**src/rtl/mac_pipe_acc.sv**
```systemverilog
// Streaming multiply-accumulate: a registered W x W product stage feeding an
// ACC_W accumulator with optional saturation, valid/ready on both sides.
module mac_pipe_acc #(
    parameter int W     = 8,
    parameter int ACC_W = 20,
    parameter int SAT   = 1,
    parameter int CNT_W = 8
) (
    input  logic             clk,
    input  logic             rst_n,
    input  logic             in_valid,
    output logic             in_ready,
    input  logic [W-1:0]     in_a,
    input  logic [W-1:0]     in_b,
    input  logic             in_first,
    input  logic             in_last,
    input  logic             in_signed,
    output logic             out_valid,
    input  logic             out_ready,
    output logic [ACC_W-1:0] out_acc,
    output logic             out_ovf,
    output logic [CNT_W-1:0] out_cnt
);

    logic               s1_valid_q, s1_valid_d;
    logic [2*W-1:0]     prod_q, prod_d;
    logic               s1_first_q, s1_first_d;
    logic               s1_last_q, s1_last_d;
    logic               s1_signed_q, s1_signed_d;
    logic               mode_q, mode_d;
    logic [ACC_W-1:0]   acc_q, acc_d;
    logic               ovf_q, ovf_d;
    logic [CNT_W-1:0]   cnt_q, cnt_d;
    logic               out_valid_q, out_valid_d;
    logic [ACC_W-1:0]   out_acc_q, out_acc_d;
    logic               out_ovf_q, out_ovf_d;
    logic [CNT_W-1:0]   out_cnt_q, out_cnt_d;

    logic               stall;
    logic               accept;
    logic               beat_signed;
    logic [2*W-1:0]     prod_u;
    logic [2*W-1:0]     prod_s;
    logic [ACC_W-1:0]   ext;
    logic [ACC_W-1:0]   base;
    logic [ACC_W:0]     sum;
    logic               overflow;
    logic [ACC_W-1:0]   acc_new;
    logic               ovf_new;
    logic [CNT_W-1:0]   cnt_new;

    assign stall       = out_valid_q & ~out_ready;
    assign in_ready    = rst_n & ~stall;
    assign accept      = in_valid & in_ready;
    assign beat_signed = in_first ? in_signed : mode_q;

    // A 2W-bit product of sign-extended operands is the exact signed product.
    assign prod_u = {{W{1'b0}}, in_a} * {{W{1'b0}}, in_b};
    assign prod_s = {{W{in_a[W-1]}}, in_a} * {{W{in_b[W-1]}}, in_b};

    always_comb begin
        ext = '0;
        ext[2*W-1:0] = prod_q;
        if (s1_signed_q) begin
            for (int i = 2*W; i < ACC_W; i++) begin
                ext[i] = prod_q[2*W-1];
            end
        end
        base = s1_first_q ? '0 : acc_q;
        if (s1_signed_q) begin
            sum      = {base[ACC_W-1], base} + {ext[ACC_W-1], ext};
            overflow = sum[ACC_W] ^ sum[ACC_W-1];
        end else begin
            sum      = {1'b0, base} + {1'b0, ext};
            overflow = sum[ACC_W];
        end
        acc_new = sum[ACC_W-1:0];
        // In signed mode the extra sum bit carries the true sign, so it picks min vs max.
        if (overflow && (SAT != 0)) begin
            if (!s1_signed_q) begin
                acc_new = '1;
            end else if (sum[ACC_W]) begin
                acc_new = {1'b1, {(ACC_W-1){1'b0}}};
            end else begin
                acc_new = {1'b0, {(ACC_W-1){1'b1}}};
            end
        end
        ovf_new = (s1_first_q ? 1'b0 : ovf_q) | overflow;
        if (s1_first_q) begin
            cnt_new = CNT_W'(1);
        end else if (&cnt_q) begin
            cnt_new = cnt_q;
        end else begin
            cnt_new = cnt_q + CNT_W'(1);
        end
    end

    // NOTE: every next-state signal defaults to its held value before any branch,
    // so no path through this block can leave a signal unassigned and infer a latch.
    always_comb begin
        s1_valid_d  = s1_valid_q;
        prod_d      = prod_q;
        s1_first_d  = s1_first_q;
        s1_last_d   = s1_last_q;
        s1_signed_d = s1_signed_q;
        mode_d      = mode_q;
        acc_d       = acc_q;
        ovf_d       = ovf_q;
        cnt_d       = cnt_q;
        out_valid_d = out_valid_q;
        out_acc_d   = out_acc_q;
        out_ovf_d   = out_ovf_q;
        out_cnt_d   = out_cnt_q;
        if (!stall) begin
            s1_valid_d = accept;
            if (accept) begin
                prod_d      = beat_signed ? prod_s : prod_u;
                s1_first_d  = in_first;
                s1_last_d   = in_last;
                s1_signed_d = beat_signed;
                if (in_first) begin
                    mode_d = in_signed;
                end
            end
            // Not stalled means any held result is consumed on this edge.
            out_valid_d = s1_valid_q & s1_last_q;
            if (s1_valid_q) begin
                acc_d = acc_new;
                ovf_d = ovf_new;
                cnt_d = cnt_new;
                if (s1_last_q) begin
                    out_acc_d = acc_new;
                    out_ovf_d = ovf_new;
                    out_cnt_d = cnt_new;
                end
            end
        end
    end

    // NOTE: the reset clears the whole pipeline, datapath included, so a partial
    // accumulation interrupted by reset can never leak into a later result.
    always_ff @(posedge clk) begin
        if (!rst_n) begin
            s1_valid_q  <= 1'b0;
            prod_q      <= '0;
            s1_first_q  <= 1'b0;
            s1_last_q   <= 1'b0;
            s1_signed_q <= 1'b0;
            mode_q      <= 1'b0;
            acc_q       <= '0;
            ovf_q       <= 1'b0;
            cnt_q       <= '0;
            out_valid_q <= 1'b0;
            out_acc_q   <= '0;
            out_ovf_q   <= 1'b0;
            out_cnt_q   <= '0;
        end else begin
            // NOTE: non-blocking assignments make every register see the
            // pre-edge values of the others, independent of statement order.
            s1_valid_q  <= s1_valid_d;
            prod_q      <= prod_d;
            s1_first_q  <= s1_first_d;
            s1_last_q   <= s1_last_d;
            s1_signed_q <= s1_signed_d;
            mode_q      <= mode_d;
            acc_q       <= acc_d;
            ovf_q       <= ovf_d;
            cnt_q       <= cnt_d;
            out_valid_q <= out_valid_d;
            out_acc_q   <= out_acc_d;
            out_ovf_q   <= out_ovf_d;
            out_cnt_q   <= out_cnt_d;
        end
    end

    assign out_valid = out_valid_q;
    assign out_acc   = out_acc_q;
    assign out_ovf   = out_ovf_q;
    assign out_cnt   = out_cnt_q;

endmodule

```
**config.mk**
```make
export PLATFORM = sky130hd
export DESIGN_NAME = mac_pipe_acc
export DESIGN_NICKNAME = d
export VERILOG_FILES = /design/src/rtl/mac_pipe_acc.sv
export SDC_FILE = /design/constraint.sdc
export NUM_CORES = 1
export LEC_CHECK = 0
export ABC_AREA = 1
export BUFFER_PORTS_ARGS = -buffer_cell sky130_fd_sc_hd__buf_2
export CORE_MARGIN = 3
export CORE_UTILIZATION = 50
export DETAILED_ROUTE_END_ITERATION = 10
export GPL_TIMING_DRIVEN = 0
export PLACE_DENSITY = 0.7
export SLEW_MARGIN = 20
export SYNTH_ARGS = -nofsm -noshare
export SYNTH_HDL_FRONTEND = slang
export SYNTH_SLANG_ARGS = --single-unit
```
**constraint.sdc**
```tcl
create_clock -name clk -period 5 [get_ports clk]
set_input_delay 1 -clock clk [delete_from_list [all_inputs] [get_ports clk]]
set_output_delay 1 -clock clk [all_outputs]
set_load 0.01 [all_outputs]
```
==> reports/results.ini <==
[logic_synthesis]
syn_inst=1386
ys_seq_elements=79
async_flop_share_pct=0
synth_top_area_cell=fa_1
ys_warn_count=0
syn_avg_cell_area_um2=6.81
yosysUniqueCellTypes=44
syn_nets=1574
yosysSeqAreaShare_pct=16.8
synth_ff_type=dfxtp_1
synth_top_cell_area_share_pct=18.2
yosys-top-cells-area=fa_1, dfxtp_1, inv_1
syn_area_mm2=0.00944
synth_edf_count=0

[critical_path]
slowest_delay_ns=0.52
worstSetupPathType=primary input to flop
crit_required_ns=5.29
crit_fanout=9
slowest_stage=fa_1
crit_path_cell_trace=buf_2, or2_2, fa_1, fa_1, inv_1, fa_1, inv_1, fa_1, inv_1, ha_2, a21oi_2, nand2_1, a21boi_2, o21bai_1, or2_2, nand3_1, nand2_1, inv_1, nand2_1, nand2_1
critPathTopFamily=adder cells
critPathBufInv=5
startpoint_type=primary input
arrival_ns=5.08
setup.worst_path.end_class=flop

[cells_and_area]
instances_no_fill=1670
final_nets=1625
final_util_pct=56.9
final_cell_mix=inv_1, nand2_1, nor2_1, nand3_1, fa_1
drive_above_1_share_pct=11.0
antenna_cells=0
area_growth_syn_to_layout_pct=10.2
mostFrequentLayoutCell=inv_1

[route]
wl_met3_mm=1.03
drt-initial-drc-count=478
vias_per_cell=5.05
drc=0
wl_met1_mm=11.3
met2_length_mm=10.9
drt_wl_total_mm=23.6
vias=8433
routed.top_layer=met4
wl_per_cell_um=14.1
antenna_left=0
dr.pass1.iters=5

[sta]
fin_worst_skew_ns=0.00918
fin_setup_tns_ns=0
final_hold_viol_count=0
setup_viol=0
period_needed_ns=4.80
slew_headroom_pct=61.2
rsz0062_at_grt=no
fmax_mhz=208
slew_viol_final=0
tightestPinTransition_ns=0.581
fin_crit_sh_pct=95.9

[placement]
portBuffers=37
place_inst=1652
gp_congestion=0.920
hpwl_mm=19.6

[power_and_ir_drop]
peakVddDrop_mv=0.275
p_per_area_mw_per_mm2=371
leakage_nw=5.97

[cts]
cts_buffers=9
cts-root-buf=clkbuf_16
cts.sinks=79
clk-insertion-delay-late_ns=0.34
clk_path_buf_depth=2
clk_pin_slew_worst_paths_ns=0.06
cts_tree=done
htree_levels=3
ctsHoldBuffers=0

[floorplanning]
die-area_mm2=0.0206
coreArea_mm2=0.0183
initial_utilization_pct=51.7
die_h_um=143
io-pin-count=54
rows=49
die_width_um=143

[global_routing]
overflow=0
grt_pass1_vias=8435
grt_use_total_pct=23.9
antenna_found_initial=0
grt_max_degree=14
grt_first_pass_wirelength_mm=40.0

[hold_path]
hold_class=flop to flop

[run_status]
status=completed

[flow_run]
max_cap_violations=0

final cells by class:
type	count	area, um2
Buffer	51	302
Clock buffer	11	253
Clock inverter	4	53.8
Fill cell	1783	7870
Inverter	337	1270
Multi-Input combinational cell	919	6440
Sequential cell	79	1580
Tap cell	229	287
Timing Repair Buffer	40	208
cells by family after synthesis:
kind of cell	synth area share (%)
XOR/XNOR	2.13
AO/OA/AOI/OAI	9.54
buffers and inverters	16.1
flip-flops	16.8
AND/OR/NAND/NOR	26.7
adder cells (fa/ha/maj)	28.7
Yosys cell counts (4+ instances only):
library cell  instances
buf_2                 6
nor3_1               11
nand3_2              21
o211ai_1              6
ha_1                 79
clkbuf_1             38
nor2_1              113
nand4_1               7
a21boi_0              5
nand2_2               5
or2_2                 4
fa_1                 86
inv_1               327
xnor2_1              10
o21ai_0              53
inv_2                 9
o21bai_1              4
nand2_1             303
xor2_1               13
dfxtp_1              79
a31oi_1               4
a21oi_1              79
nand3_1              90
stage by stage:
stage,hold slack [ns],total power [mW],setup WS [ns],instance area (um2)
floorplan,0.432,2.46,0.00939,9450
global placement,0.459,2.98,-0.468,9920
detailed placement,0.456,3.01,-0.524,9920
CTS,0.471,3.71,0.00959,10200
global route,0.501,4.25,0.000937,10400
finish,0.474,3.86,0.204,10400
path summary, 6_finish.rpt:
check,from,endpoint,slack [ns],cells after the start
hold reg to reg,s1_valid_q,s1_valid_q,0.47,2
setup / recovery,in_a[0],prod_q[12],0.20,20
setup reg to reg,s1_first_q,out_acc[16],1.53,16
hold / removal,s1_valid_q,s1_valid_q,0.47,2
routing by layer:
metal	vias to the layer above	global-route usage, %
li1	4318	-
met1	3909	33.4
met2	178	39.6
met5	-	0
met4	0	5.20
met3	28	3.66
what timing repair did:
action                                  in CTS  in global routing
buffers inserted                             0                  3
pin swaps                                    0                  6
cloned                                       0                  0
resized for setup                           14                 60
endpoints found under the setup margin       6                  7
power breakdown:
part           switching, mW  internal (mW)  total, mW
Sequential            0.0556          0.694      0.749
Clock                  0.271          0.413      0.684
Combinational           1.51          0.914       2.42
worst register-to-register path, stage by stage (launching register included):
cell and delay [ns]:
dfxtp_1 0.30, clkbuf_1 0.36, clkbuf_1 0.40, nor2_1 0.11, ha_1 0.26, fa_1 0.48, nand3_1 0.11, nand3_1 0.20
nand3b_4 0.16, nand3_4 0.12, inv_2 0.11, nand3_4 0.13, buf_4 0.21, nand3_1 0.13, nand3_1 0.14, nand2_1 0.10
inv_1 0.04
flip-flops by register name, summed over array words and instances (netlist names):
signal	cells
s1_last_q	1
out_cnt	8
cnt_q	8
acc_q	20
out_acc	20
prod_q	16
s1_valid_q	1
out_ovf	1
out_valid	1
ovf_q	1
mode_q	1
s1_first_q	1
(Power assumes the default switching activity.)
